===== config.mk =====
export PLATFORM = sky130hd
export DESIGN_NAME = ysyx_23060187_ifu
export DESIGN_NICKNAME = d
export VERILOG_FILES = /design/src/rtl/ysyx_23060187_pkg.sv /design/src/rtl/ysyx_23060187_ifu.sv
export SDC_FILE = /design/constraint.sdc
export NUM_CORES = 1
export LEC_CHECK = 0
export ABC_CLOCK_PERIOD_IN_PS = 2500
export BUFFER_PORTS_ARGS = -buffer_cell sky130_fd_sc_hd__buf_2
export CAP_MARGIN = 20
export CORE_ASPECT_RATIO = 1.75
export CORE_MARGIN = 4
export CORE_UTILIZATION = 47
export DETAILED_ROUTE_END_ITERATION = 16
export PLACE_DENSITY = 0.8
export SYNTH_ARGS = -nofsm -noshare
export SYNTH_HDL_FRONTEND = slang
export SYNTH_SLANG_ARGS = --single-unit

===== constraint.sdc =====
create_clock -name clk -period 2.5 [get_ports clk]
set_input_delay 0.25 -clock clk [delete_from_list [all_inputs] [get_ports clk]]
set_output_delay 0.25 -clock clk [all_outputs]
set_load 0.005 [all_outputs]

===== src/rtl/ysyx_23060187_pkg.sv =====
`default_nettype none
// ============================================================================
//  Module      : ysyx_23060187_pkg
//  Description : Shared definitions for the instruction fetch unit. Holds the
//                FSM state encoding, the canonical NOP word delivered for
//                misaligned fetches, and a small alignment helper.
//  Contents    : C_STATE_W, C_ST_* state codes, C_NOP_INST, pc_is_aligned()
//  Revision    : 1.0 - initial release
// ============================================================================
package ysyx_23060187_pkg;

    // FSM encoding (binary, explicit width)
    localparam int unsigned    C_STATE_W = 3;
    localparam logic [2:0]     C_ST_IDLE = 3'd0;  // waiting for a fetch address
    localparam logic [2:0]     C_ST_REQ  = 3'd1;  // memory request presented
    localparam logic [2:0]     C_ST_WAIT = 3'd2;  // request accepted, awaiting data
    localparam logic [2:0]     C_ST_HOLD = 3'd3;  // instruction offered to decode
    localparam logic [2:0]     C_ST_DROP = 3'd4;  // swallow the response of a killed fetch

    // addi x0, x0, 0 -- substituted for the instruction of a misaligned fetch
    localparam logic [31:0]    C_NOP_INST = 32'h0000_0013;

    // A fetch address is usable only when it is word aligned.
    function automatic logic pc_is_aligned(input logic [31:0] addr);
        return (addr[1:0] == 2'b00);
    endfunction

endpackage : ysyx_23060187_pkg
`default_nettype wire


===== src/rtl/ysyx_23060187_ifu.sv =====
`default_nettype none
// ============================================================================
//  Module      : ysyx_23060187_ifu
//  Description : Single-outstanding instruction fetch unit. Accepts a fetch
//                address from the PC stage, issues one word read to
//                instruction memory, and offers the returned word to decode
//                through a valid/ready handshake. Redirects (flush) kill the
//                in-flight fetch; a response belonging to a killed fetch is
//                swallowed in DROP. Misaligned addresses bypass memory and
//                deliver a NOP flagged with inst_misalign.
//
//  Ports       : clk, rst_n            clock, asynchronous active-low reset
//                pc_valid/pc/pc_ready  fetch address handshake from PC stage
//                flush                 redirect, kills in-flight fetch
//                mem_req_*             read request to instruction memory
//                mem_rsp_*             read response (always accepted)
//                inst_valid/inst/inst_pc/inst_misalign/inst_ready
//                                      instruction handshake to decode
//                fetch_cnt             number of instructions delivered
//  Revision    : 1.0 - initial release
// ============================================================================
module ysyx_23060187_ifu
    import ysyx_23060187_pkg::*;
#(
    parameter int XLEN = 32                     // address/data width, fixed at 32
) (
    input  logic              clk,
    input  logic              rst_n,
    // PC stage
    input  logic              pc_valid,
    input  logic [XLEN-1:0]   pc,
    output logic              pc_ready,
    input  logic              flush,
    // instruction memory
    output logic              mem_req_valid,
    output logic [XLEN-1:0]   mem_req_addr,
    input  logic              mem_req_ready,
    input  logic              mem_rsp_valid,
    input  logic [XLEN-1:0]   mem_rsp_data,
    // decode
    output logic              inst_valid,
    output logic [XLEN-1:0]   inst,
    output logic [XLEN-1:0]   inst_pc,
    output logic              inst_misalign,
    input  logic              inst_ready,
    // statistics
    output logic [XLEN-1:0]   fetch_cnt
);

    // ------------------------------------------------------------------------
    // State and registers
    // ------------------------------------------------------------------------
    logic [C_STATE_W-1:0] r_state;
    logic [C_STATE_W-1:0] w_state_nxt;
    logic                 r_flush_pend;     // flush seen while request not yet accepted
    logic [XLEN-1:0]      r_inst;
    logic [XLEN-1:0]      r_inst_pc;        // also the latched request address
    logic                 r_misalign;
    logic [XLEN-1:0]      r_fetch_cnt;

    // ------------------------------------------------------------------------
    // Handshake decode
    // ------------------------------------------------------------------------
    logic w_accept;       // new fetch address taken this cycle
    logic w_aligned;      // the offered address is word aligned
    logic w_req_fire;     // memory accepts our request this cycle
    logic w_kill_req;     // the accepted request belongs to a killed fetch
    logic w_deliver;      // decode consumes the instruction (and it counts)

    // pc_ready is gated with rst_n so that nothing is accepted while the
    // block is held in reset, even though the state already reads IDLE.
    assign pc_ready   = rst_n && (r_state == C_ST_IDLE) && !flush;
    assign w_accept   = pc_valid && pc_ready;
    assign w_aligned  = pc_is_aligned(pc);

    assign mem_req_valid = (r_state == C_ST_REQ);
    assign mem_req_addr  = {r_inst_pc[XLEN-1:2], 2'b00};
    assign w_req_fire    = mem_req_valid && mem_req_ready;
    assign w_kill_req    = flush || r_flush_pend;

    assign inst_valid    = (r_state == C_ST_HOLD);
    assign w_deliver     = inst_valid && inst_ready && !flush;

    assign inst          = r_inst;
    assign inst_pc       = r_inst_pc;
    assign inst_misalign = r_misalign;
    assign fetch_cnt     = r_fetch_cnt;

    // ------------------------------------------------------------------------
    // Next-state logic
    // ------------------------------------------------------------------------
    always_comb begin
        w_state_nxt = r_state;
        case (r_state)
            C_ST_IDLE: begin
                // flush forces pc_ready low, so no acceptance under flush
                if (w_accept) begin
                    w_state_nxt = w_aligned ? C_ST_REQ : C_ST_HOLD;
                end
            end
            C_ST_REQ: begin
                // The request is never withdrawn: a flush only redirects
                // where the accepted request ends up.
                if (w_req_fire) begin
                    w_state_nxt = w_kill_req ? C_ST_DROP : C_ST_WAIT;
                end
            end
            C_ST_WAIT: begin
                if (mem_rsp_valid) begin
                    // Data arriving alongside a flush is simply discarded;
                    // nothing remains outstanding so IDLE is safe.
                    w_state_nxt = flush ? C_ST_IDLE : C_ST_HOLD;
                end else if (flush) begin
                    w_state_nxt = C_ST_DROP;
                end
            end
            C_ST_HOLD: begin
                if (flush || inst_ready) begin
                    w_state_nxt = C_ST_IDLE;
                end
            end
            C_ST_DROP: begin
                if (mem_rsp_valid) begin
                    w_state_nxt = C_ST_IDLE;
                end
            end
            default: begin
                w_state_nxt = C_ST_IDLE;
            end
        endcase
    end

    always_ff @(posedge clk or negedge rst_n) begin
        if (!rst_n) begin
            r_state <= C_ST_IDLE;
        end else begin
            r_state <= w_state_nxt;
        end
    end

    // ------------------------------------------------------------------------
    // Sticky flush: remembers a redirect seen while the request waits for
    // mem_req_ready, since flush may be a single-cycle pulse.
    // ------------------------------------------------------------------------
    always_ff @(posedge clk or negedge rst_n) begin
        if (!rst_n) begin
            r_flush_pend <= 1'b0;
        end else if ((r_state == C_ST_REQ) && !w_req_fire) begin
            if (flush) begin
                r_flush_pend <= 1'b1;
            end
        end else begin
            r_flush_pend <= 1'b0;
        end
    end

    // ------------------------------------------------------------------------
    // Instruction datapath. Registers only change on acceptance or on a
    // useful response, so they are stable throughout HOLD.
    // ------------------------------------------------------------------------
    always_ff @(posedge clk or negedge rst_n) begin
        if (!rst_n) begin
            r_inst     <= '0;
            r_inst_pc  <= '0;
            r_misalign <= 1'b0;
        end else if (w_accept) begin
            r_inst_pc  <= pc;
            r_misalign <= !w_aligned;
            if (!w_aligned) begin
                r_inst <= C_NOP_INST;
            end
        end else if ((r_state == C_ST_WAIT) && mem_rsp_valid && !flush) begin
            r_inst <= mem_rsp_data;
        end
    end

    // ------------------------------------------------------------------------
    // Delivered-instruction counter (wraps naturally)
    // ------------------------------------------------------------------------
    always_ff @(posedge clk or negedge rst_n) begin
        if (!rst_n) begin
            r_fetch_cnt <= '0;
        end else if (w_deliver) begin
            r_fetch_cnt <= r_fetch_cnt + 1'b1;
        end
    end

endmodule : ysyx_23060187_ifu
`default_nettype wire


# Yosys cells after proc, flatten, opt, wreduce, memory -nomap -nowiden
# Cells that the tools add are included.
# totals
ff_bits	101
inputBits	71
n_memories	0
rom_bits	0
out_inout_bits	132
latchBits	0
mem_bits_rw	0
# op_classes
div	0
bitwise	0
add_sub_neg	1
magnitude_cmp	0
n_mux	15
multipliers	0
reduce_logical	19
eq_ne	11
shift	0
# ops
cell	n
two-way mux 32 bit	3
adder 32 x 1 -> 32 bit, second input constant	1
two-way mux 3 bit	7
one-hot mux 3 bit (5 select lines)	1
logical AND 1 bit	9
!= test 2 bit, second input constant	4
equality test 3 x 2 -> 1 bit, second input constant	2
AND reduction 5 bit	1
two-way mux 2 bit	2
!= test 2 x 1 -> 1 bit, second input constant	2
equality test 3 x 1 -> 1 bit, second input constant	1
equality test 3 bit, second input constant	1
logical NOT 1 bit	3
logical NOT 3 bit	1
!= test 3 bit, second input constant	1
logical NOT 2 bit	1
logical OR 1 bit	2
two-way mux 1 bit	2
AND reduction 2 bit	1
nonzero test 2 bit	1

# Longest topological paths before layout
# logic_depth
depth_word	6
depth_mapped	7
mapped_depth_nobuf	5

# Least setup slack after synthesis
# Ideal clock, no wire load.
# synth_path
kind	reg2reg
start	reg r_state[1]
end	reg r_inst_pc[0], in the netlist inst_pc[0]
setup_ns	0.125
period_less_slack_ns	1.768
t_required_ns	2.375
setup_slack_ns	0.732
arrival_ns	1.643
stages_incl_launch_ff	7
cell_sequence	dfrtp_1 -> buf_2 -> nor4_1 -> and3_1 -> buf_2 -> buf_2 -> mux2_2
# synth_between
elab_chain_cells	4
# synth_lines
element	line	source
start, declared	ysyx_23060187_ifu.sv:53	logic [C_STATE_W-1:0] r_state;
start signal, assigned	ysyx_23060187_ifu.sv:137	r_state <= w_state_nxt;
logical NOT 3 bit	ysyx_23060187_ifu.sv:72	assign pc_ready = rst_n && (r_state == C_ST_IDLE) && !flush;
logical AND 1 bit (2 in series)	ysyx_23060187_ifu.sv:72	
logical AND 1 bit	ysyx_23060187_ifu.sv:73	assign w_accept = pc_valid && pc_ready;
end signal, assigned	ysyx_23060187_ifu.sv:167	r_inst_pc <= pc;
end, declared	ysyx_23060187_ifu.sv:57	logic [XLEN-1:0] r_inst_pc;
# No other way between the ends.
# A chain may end at the register's enable or synchronous reset.

# Worst setup path in the final report
# layout_path
start	in rst_n
end	out pc_ready
# layout_between
elab_chain_cells	2
# layout_lines
element	line	source
start, declared	ysyx_23060187_ifu.sv:28	input logic rst_n,
logical AND 1 bit (2 in series)	ysyx_23060187_ifu.sv:72	
end, declared	ysyx_23060187_ifu.sv:32	output logic pc_ready,
# No other way between the ends.

==> metrics.txt <==
die extent in y=136 um; commonest non-fill, non-tap cell in the layout=buf_2; Reg clk slew, reported paths=0.07 ns; Yosys warning count=0; Slew headroom=0.621; CP Capture Type=output pin; Hold Vio Cnt, Final=0; vias in the first global route=about 3.6k; number of routed nets with antenna violations=0; LEAKAGE=0.00295 uW; RSZ-0062 raised after global routing=false; Skew-Pair Late Insertion Delay=0.34 ns; Detailed Routing Iterations Pass 1=4; Core Area=approximately 0.0091 mm2; share of the synthesized area in the top cell type=0.574; PD cells=1020 mW/mm2; distinct cell type count of the synthesized netlist=40; Final TNS setup=0 ns; combinational family with the most area after synthesis=simple AND/OR/NAND/NOR gates; area share of and/or/nand/nor cells after synthesis=0.118; most frequent CP cell=buf_4; H-tree depth=3; Synth Area in Compound Gates=0.0739; Worst Hold Class=in2reg; P&R area growth vs syn=27.8%; critical path, cell by cell=dlygate4sd3_1, buf_4, buf_4, and2_1, buf_2; post-route total power=5720 uW; share of layout cells above drive strength 1=0.508; post-route cell area=0.00563 mm2; Startpoint Class=primary input; Clock Tree Buf Depth=2; Max Cap Viol=0; clock buffer count from CTS=9; Starting Density=0.484; Die Area=between 0.01 and 0.015 mm2; Via density=around 5.1; ant diodes=0; Async S/R FF share, synth=1.00; Peak VDD IR=621 uV; gr usage total=0.202; largest net degree at the start of global routing=48; largest fanout on the critical path=47; CP max stage delay=0.55 ns; EDFF count, synth=0; crit path DAT=1.98 ns; total gr overflow=0; DP HPWL=~8300 um; DRC viols=0; post-cts resize count=0; CP Data Required Time=2.25 ns; clk sinks=101; kind of cell adding the most delay to the critical path=buffers and inverters; Primary FF master, synth=dfrtp_1; Synth area leaders=dfrtp_1, mux2_2, a22o_1, buf_4, xnor2_1; multiplexer share of the synthesized area=0.0943; Mapped Cells=350; wire length on met1=3880 um; metal2 WL=5890 um; first-pass GRT wire length=17100 um; wire length per cell=16.6 um; syn_area_per_cell=12.6 um2; initial antenna violation count=0; Crit Path Class=in2out; Post-Place Cell Area=0.00533 mm2; crit share post-route=0.894; status=complete, no violations; top sig layer=met4; Die Wd=approximately 81 um; post-synthesis register bit count=101; crit path max-delay cell type=buf_4; final cell count without fillers=between 600 and 700; vias=3344; post-route setup slack=about 0.27 ns; Peak Freq=448 MHz; final setup vio count=0; post-synthesis xor/xnor area fraction=0.0616; pre-CTS WS=0.441 ns; gpl congestion=0.850; post-CTS setup repair buffer count=0; worst-margin pin slew=0.568 ns; Tmin final=~2.2 ns; Mapped Area=~0.0044 mm2; Nets=597; Buffers on Ports=200; most frequent cells in the layout=buf_2, dfrtp_1, mux2_2, a22o_1, xnor2_1; CP bufs+invs=4; final WL=10800 um; dpl cells=633; Post-CTS Hold Fix Bufs=1; FP Rows=46; root buffer cell=clkbuf_16; Adder-Cell Fraction of Synth Area=0.00284; Setup Skew=0.00516 ns; IO Pins=approximately 200; Max Slew Vio Count=0; number of DRC markers in iteration 0=between 90 and 100; fraction of the yosys area taken by sequential cells=0.574; Met3 Wirelength=approximately 700 um; TritonCTS clock tree=yes; post-synth top area cell=dfrtp_1
-- sequential cells by signal, summed over array words and instances (netlist names) --
| name | flops |
|---|---|
| inst_pc | 32 |
| r_flush_pend | 1 |
| inst_misalign | 1 |
| r_state | 3 |
| inst | 32 |
| fetch_cnt | 32 |
-- layer usage --
| layer | vias up | GRT usage |
|---|---|---|
| met1 | 1642 | 0.231 |
| met3 | 25 | 0.0477 |
| li1 | 1554 | - |
| met5 | - | 0 |
| met2 | 123 | 0.349 |
| met4 | 0 | 0.0949 |
-- final timing paths --
| check | start | endpoint | slack (ns) | cells past startpoint |
|---|---|---|---|---|
| min in group asynchronous | rst_n | fetch_cnt[29] | 0.35 | 2 |
| max in group asynchronous | rst_n | r_state[0] | 0.81 | 4 |
| min reg2reg | fetch_cnt[31] | fetch_cnt[31] | 0.46 | 1 |
| max | rst_n | pc_ready | 0.27 | 5 |
| min | mem_req_ready | r_flush_pend | 0.07 | 2 |
| max reg2reg | r_state[1] | inst_pc[24] | 0.44 | 4 |
-- synthesized netlist by cell type (2+ instances only) --
master	n
a21oi_1	4
a22o_1	29
and2_1	6
and3_1	7
and4_1	4
buf_2	8
buf_4	32
clkbuf_1	6
dfrtp_1	101
inv_1	4
mux2_2	36
nand2_1	17
nand3_1	13
nand4_1	12
nor2_1	11
nor3_1	2
nor3_2	2
nor4_1	2
nor4b_1	2
o21ai_0	3
xnor2_1	23
xor2_1	8
-- logic make-up (layout without fill, tap and decap cells) --
group	Yosys count	count (layout)
flops	101	101
buf+inv	51	230
fa+ha+maj	1	1
other cells	1	2
mux	37	37
simple gates	87	87
xor+xnor	31	31
compound gates	41	41
-- layout make-up --
type	count	area (um2)
Timing Repair Buffer	210	1090
Fill cell	784	3470
Sequential cell	101	2530
Clock inverter	6	46.3
Multi-Input combinational cell	199	1560
Clock buffer	10	239
Inverter	4	15.0
Tap cell	120	150
-- stage by stage --
stage,hold WS [ns],utilization
2_1_floorplan,-0.0456,-
3_3_place_gp,0.165,0.586
3_5_place_dp,0.169,0.586
4_1_cts,0.0527,0.619
5_1_grt,0.0579,0.619
6_report,0.0687,0.619
-- where the power goes --
| group | switching (uW) | internal, uW | total, uW |
|---|---|---|---|
| registers | 391 | 2180 | 2570 |
| clock network | 607 | 709 | 1320 |
| logic | 788 | 1050 | 1840 |
| total | 1790 | 3940 | 5720 |
(Power assumes the default switching activity.)
